## src/rtl/axis_width_pkg.sv

```systemverilog
// Shared types and width helpers for the AXI-Stream width converters.
// Latency: n/a (types and constant functions only).
// Backpressure: n/a.
package axis_width_pkg;

    typedef enum logic {
        LO_FIRST_LOW  = 1'b0,
        LO_FIRST_HIGH = 1'b1
    } lane_order_e;

    // Field order matches the cfg port: [1] bypass, [0] lane order.
    typedef struct packed {
        logic        bypass;
        lane_order_e lane_order;
    } cfg_t;

    // Number of narrow lanes packed into one wide word.
    function automatic int calc_ratio(input int width_p, input int width_s);
        return width_s / width_p;
    endfunction

    // Wide width must be a whole multiple (at least two) of the narrow width.
    function automatic bit width_ok(input int width_p, input int width_s);
        return (width_p > 0) && (width_s % width_p == 0) && (width_s / width_p >= 2);
    endfunction

endpackage

```

## src/rtl/axis_upsize_acc.sv

```systemverilog
// Slot counter and lane-mapped accumulator; presents the completed wide word combinationally.
// Latency: 0 cycles from an accepted completing beat to word_done/word_dat.
// Backpressure: none of its own; beat_vld must only pulse on an accepted input beat.
module axis_upsize_acc
    import axis_width_pkg::*;
#(
    parameter int WIDTH_P = 32,
    parameter int WIDTH_S = 64,
    localparam int RATIO  = calc_ratio(WIDTH_P, WIDTH_S),
    localparam int CW     = $clog2(RATIO)
) (
    input  logic               clk,
    input  logic               rst_n,
    input  logic [1:0]         cfg,
    input  logic               beat_vld,
    input  logic [WIDTH_P-1:0] beat_dat,
    input  logic               beat_last,
    output logic               word_done,
    output logic [WIDTH_S-1:0] word_dat,
    output logic [RATIO-1:0]   word_lanes
);

    logic [CW-1:0]      cnt_q;
    logic [WIDTH_S-1:0] acc_q;
    logic               sop_q;
    cfg_t               cfg_q;
    cfg_t               cfg_cur;
    logic [CW-1:0]      lane;
    logic [RATIO-1:0]   slot_mask;

    // cfg is taken live on the first beat of a packet, then frozen until the packet ends.
    assign cfg_cur = sop_q ? cfg_t'(cfg) : cfg_q;

    // Merge the current beat into its lane and build the per-lane valid mask.
    always_comb begin
        word_done  = cfg_cur.bypass || beat_last || (cnt_q == CW'(RATIO - 1));
        lane       = (cfg_cur.lane_order == LO_FIRST_HIGH) ? (CW'(RATIO - 1) - cnt_q) : cnt_q;
        word_dat   = acc_q;
        slot_mask  = '0;
        word_lanes = '0;
        for (int i = 0; i < RATIO; i++) begin
            if (lane == i[CW-1:0]) begin
                word_dat[i*WIDTH_P +: WIDTH_P] = beat_dat;
            end
            slot_mask[i] = (i[CW-1:0] <= cnt_q);
        end
        for (int i = 0; i < RATIO; i++) begin
            word_lanes[i] = (cfg_cur.lane_order == LO_FIRST_HIGH) ? slot_mask[RATIO-1-i] : slot_mask[i];
        end
    end

    // Advance the slot on partial beats; clear everything once a word completes.
    always_ff @(posedge clk or negedge rst_n) begin
        if (!rst_n) begin
            cnt_q <= '0;
            acc_q <= '0;
            sop_q <= 1'b1;
            cfg_q <= '0;
        end else if (beat_vld) begin
            if (sop_q) begin
                cfg_q <= cfg_cur;
            end
            sop_q <= beat_last;
            if (word_done) begin
                cnt_q <= '0;
                acc_q <= '0;
            end else begin
                cnt_q <= cnt_q + 1'b1;
                acc_q <= word_dat;
            end
        end
    end

endmodule

```

## src/rtl/axis_upsize.sv

```systemverilog
// AXI-Stream narrow->wide packer with per-lane valid mask; AXIS_UPSIZE_STATS_EN adds word/partial counters.
// Latency: completing narrow beat accepted in cycle N gives s_axis_valid in cycle N+1.
// Backpressure: p_axis_ready = ~s_axis_valid | s_axis_ready (held low in reset); output held until taken.
module axis_upsize
    import axis_width_pkg::*;
#(
    parameter int WIDTH_P = 32,
    parameter int WIDTH_S = 64,
    localparam int RATIO  = calc_ratio(WIDTH_P, WIDTH_S)
) (
    input  logic               clk,
    input  logic               rst_n,
    input  logic [1:0]         cfg,
    input  logic [WIDTH_P-1:0] p_axis_data,
    input  logic               p_axis_valid,
    input  logic               p_axis_last,
    output logic               p_axis_ready,
    output logic [WIDTH_S-1:0] s_axis_data,
    output logic [RATIO-1:0]   s_axis_lanes,
    output logic               s_axis_valid,
    output logic               s_axis_last,
    input  logic               s_axis_ready
`ifdef AXIS_UPSIZE_STATS_EN
    ,
    output logic [15:0]        o_word_cnt,
    output logic [15:0]        o_partial_cnt
`endif
);

    if (!width_ok(WIDTH_P, WIDTH_S)) begin : g_bad_width
        $error("axis_upsize: WIDTH_S must be an integer multiple (>=2) of WIDTH_P");
    end

    logic               p_fire;
    logic               word_done;
    logic [WIDTH_S-1:0] word_dat;
    logic [RATIO-1:0]   word_lanes;

    assign p_axis_ready = rst_n & (~s_axis_valid | s_axis_ready);
    assign p_fire       = p_axis_valid & p_axis_ready;

    axis_upsize_acc #(
        .WIDTH_P (WIDTH_P),
        .WIDTH_S (WIDTH_S)
    ) u_acc (
        .clk        (clk),
        .rst_n      (rst_n),
        .cfg        (cfg),
        .beat_vld   (p_fire),
        .beat_dat   (p_axis_data),
        .beat_last  (p_axis_last),
        .word_done  (word_done),
        .word_dat   (word_dat),
        .word_lanes (word_lanes)
    );

    // Output register: reload on a completing beat (even while draining), else clear valid once taken.
    always_ff @(posedge clk or negedge rst_n) begin
        if (!rst_n) begin
            s_axis_valid <= 1'b0;
            s_axis_last  <= 1'b0;
            s_axis_data  <= '0;
            s_axis_lanes <= '0;
        end else if (p_fire && word_done) begin
            s_axis_valid <= 1'b1;
            s_axis_last  <= p_axis_last;
            s_axis_data  <= word_dat;
            s_axis_lanes <= word_lanes;
        end else if (s_axis_ready) begin
            s_axis_valid <= 1'b0;
        end
    end

`ifdef AXIS_UPSIZE_STATS_EN
    logic s_fire;
    assign s_fire = s_axis_valid & s_axis_ready;

    // Count delivered words and those with at least one empty lane; both wrap.
    always_ff @(posedge clk or negedge rst_n) begin
        if (!rst_n) begin
            o_word_cnt    <= '0;
            o_partial_cnt <= '0;
        end else if (s_fire) begin
            o_word_cnt <= o_word_cnt + 16'd1;
            if (s_axis_lanes != '1) begin
                o_partial_cnt <= o_partial_cnt + 16'd1;
            end
        end
    end
`endif

endmodule

```

## config.mk

```make
export PLATFORM = sky130hd
export DESIGN_NAME = axis_upsize
export DESIGN_NICKNAME = d
export VERILOG_FILES = /design/src/rtl/axis_width_pkg.sv /design/src/rtl/axis_upsize_acc.sv /design/src/rtl/axis_upsize.sv
export SDC_FILE = /design/constraint.sdc
export NUM_CORES = 1
export LEC_CHECK = 0
export CORE_MARGIN = 4
export CORE_UTILIZATION = 56
export CTS_CLUSTER_SIZE = 10
export DETAILED_ROUTE_END_ITERATION = 6
export DONT_BUFFER_PORTS = 1
export GPL_ROUTABILITY_DRIVEN = 1
export PLACE_DENSITY = 0.82
export SLEW_MARGIN = 20
export SYNTH_ARGS = -nofsm -noshare
export SYNTH_HDL_FRONTEND = slang
export SYNTH_HIERARCHICAL = 1
export SYNTH_SLANG_ARGS = --single-unit
```

## constraint.sdc

```tcl
create_clock -name clk -period 3.6 [get_ports clk]
set_input_delay 0.54 -clock clk [delete_from_list [all_inputs] [get_ports clk]]
set_output_delay 0.54 -clock clk [all_outputs]
set_load 0.05 [all_outputs]
```

==> flow_metrics.env <==
export IMPL_root_buffer="clkbuf_16"
export IMPL_hp_class="input port to asynchronous set/reset pin"
export IMPL_post_synth_num_cell_types=23
export IMPL_path_clk_slew_ns=0.06
export IMPL_htreeDepth=4
export IMPL_dpl_instance_area_um2=6810
export IMPL_cts_tree="yes"
export IMPL_cts_resized_gates=0
export IMPL_synth_top_area_share_pct=49.8
export IMPL_fin_ws_ns=1.08
export IMPL_cp_end_kind="register"
export IMPL_cts_sinks=136
export IMPL_ys_warn_count=6
export IMPL_tns_ns=0
export IMPL_holdWs_ns=-0.183
export IMPL_hpwl_mm=8.67
export IMPL_syn_inst=523
export IMPL_final_area_um2=7380
export IMPL_synth_seq_area_share_pct=50.2
export IMPL_r2r_setup_slack_ns=1.08
export IMPL_cts_buffer_depth=2
export IMPL_power_density_nw_per_um2=901
export IMPL_r2r_cells=5
export IMPL_drv_cap=0
export IMPL_timing_fmax_ghz=0.397
export IMPL_syn_cell_area_um2=6790
export IMPL_finClkSkew_ns=0.00794
export IMPL_peakVddDrop_uv=523
export IMPL_hold_violations=135
export IMPL_num_vias=4028
export IMPL_fin_crit_sh_pct=69.9
export IMPL_clock_latency_ns=0.42
export IMPL_grt_pass1_vias=4344
export IMPL_setup_viol=0
export IMPL_status="finished, violations left"
export IMPL_r2r_start="u_acc/sop_q$_DFFE_PN1P_"
export IMPL_relSlewSlack_pct=35.5
export IMPL_synth_area_top_cells="dfrtp_1 (50%), mux2i_1 (9.6%), o41ai_2 (9.1%)"
export IMPL_die_area_um2=13900
export IMPL_syn_num_nets=564
export IMPL_path_max_fanout=36
export IMPL_postRouteWirelength_mm=14.2
export IMPL_grt_pass1_wl_mm=23.6
export IMPL_arrival_ns=2.82
export IMPL_rows=39
export IMPL_maxSlewViolCount=0
export IMPL_grt_max_degree=140
export IMPL_ys_ff_latch=136
export IMPL_start_util_pct=58.2
export IMPL_ioPinCount=108
export IMPL_violations="hold timing"
export IMPL_total_power_mw=6.65
export IMPL_worstPathRequired_ns=3.90
export IMPL_drtPass1Iterations=4
export IMPL_vias_per_cell=6.08
export IMPL_place_congestion=0.729
export IMPL_layout_nets=547
export IMPL_finalCriticalPeriod_ns=2.52
export IMPL_drive_gt1_share_pct=29.3
export IMPL_synthToLayoutAreaGrowth_pct=8.66
export IMPL_p_leak_nw=3.85
export IMPL_rr_endpoint="s_axis_data[27]$_DFFE_PN0P_"
export IMPL_drc=0
export IMPL_startpoint="u_acc/sop_q$_DFFE_PN1P_"
export IMPL_dp_slack_ns=1.07
export IMPL_startpoint_type="register"
export IMPL_numCtsBuffers=17
export IMPL_coreArea_um2=11700
export IMPL_overflow=0
export IMPL_grt_total_usage_pct=21.2
export IMPL_avgSynthCellArea_um2=13.0
export IMPL_worst_pin_slew_ns=0.967
export IMPL_grt_antenna_before_repair=0
export IMPL_post_cts_setup_buffer_count=0
export IMPL_rsz0062_at_grt="false"
export IMPL_die_x_um=118
export IMPL_first_iter_violations=366
export IMPL_yosysTopAreaCell="dfrtp_1"
export IMPL_num_antenna_cells=0
export IMPL_port_buffers=0
export IMPL_die_y_um=118
export IMPL_crit_type="register to register"
export IMPL_routedWlPerCell_um=21.4
export IMPL_ant_nets=0
## registers in the layout, summed over array words and instances (netlist names)
name,cells
u_acc/sop_q,1
u_acc/cnt_q,1
s_axis_last,1
s_axis_lanes,2
u_acc/cfg_q,2
s_axis_data,64
u_acc/acc_q,64
s_axis_valid,1
## layout make-up
type	count	area, um^2
clock inverters	8	70.1
multi-input cells	276	2890
flip-flops and latches	136	3400
clock buffers	24	492
fillers	859	4290
repair buffers	6	82.6
inverters	69	259
well taps	143	179
## stage by stage
| step | std cells | hold slack [ns] | util [%] |
|---|---|---|---|
| 3_3_place_gp | 630 | 0.248 | 58.4 |
| 6_report | 662 | -0.183 | 63.2 |
| 4_1_cts | 662 | -0.205 | 63.2 |
| 3_5_place_dp | 630 | 0.248 | 58.4 |
| 2_1_floorplan | 523 | 0.244 | - |
| 5_1_grt | 662 | -0.207 | 63.2 |
## kinds of logic (layout without fill, tap and decap cells)
| logic type | Yosys count | after routing | synth area share [%] |
|---|---|---|---|
| fa+ha+maj | 2 | 2 | 0.369 |
| compound gates | 65 | 65 | 12.6 |
| flops | 136 | 136 | 50.2 |
| simple gates | 73 | 73 | 6.78 |
| mux | 136 | 136 | 22.5 |
| buf+inv | 111 | 107 | 7.65 |
## worst max-delay path by stage
| stage | to | slack, ns | cells after the start |
|---|---|---|---|
| 6_report | s_axis_data[27]$_DFFE_PN0P_ | 1.08 | 5 |
| 5_1_grt | s_axis_data[29]$_DFFE_PN0P_ | 0.97 | 6 |
| 4_1_cts | s_axis_data[7]$_DFFE_PN0P_ | 1.06 | 5 |
| 3_5_place_dp | s_axis_data[27]$_DFFE_PN0P_ | 1.07 | 5 |
| 3_3_place_gp | s_axis_data[59]$_DFFE_PN0P_ | 1.13 | 5 |
| 2_1_floorplan | s_axis_data[38]$_DFFE_PN0P_ | 1.33 | 8 |
## worst max-delay path: stages (launching register included)
cell	delay, ns
dfstp_2	0.58
mux2_4	0.31
or2_2	0.30
nand4_4	0.52
buf_12	0.30
mux2_2	0.37
## synthesized netlist by cell type (all sizes together)
master / instances
mux2: 71
dfstp: 1
and3: 1
nand2: 2
nand2b: 66
buf: 31
ha: 2
dfrtp: 135
inv: 69
and2: 1
mux2i: 65
or2: 2
clkbuf: 11
nand4: 1
o31ai: 1
o41ai: 64
## cell usage in the layout, fill, tap and decap left out, types with 2 or more instances in the layout
master      synthesis  layout
mux2_4             20      20
clkinvlp_4          0       2
o41ai_2            38      38
clkbuf_8            0       4
dfrtp_1           135     135
nand2b_1           65      65
clkinv_2            0       5
mux2i_1            65      65
clkbuf_1           11       3
clkbuf_16           0      17
buf_12              0       3
o41ai_1            26      26
mux2_2             51      51
nand2_1             2       2
inv_1              69      68
buf_4               6       3
## metal layers
metal  track usage, %  vias to the layer above  wire [um]
li1                 -                     1798          -
met2             33.0                      117       6920
met5                0                        -          0
met3             8.41                       21       1040
met1             26.6                     2092       6000
met4             8.42                        0        227
## report_power, final
group	total, mW	switching [mW]	leakage (nW)	internal [mW]
Clock	1.65	0.630	0.276	1.02
Sequential	3.44	1.49	1.79	1.95
Combinational	1.56	0.808	1.79	0.753
Total	6.65	2.93	3.85	3.72
No activity file was read; power rests on OpenSTA's default activity.
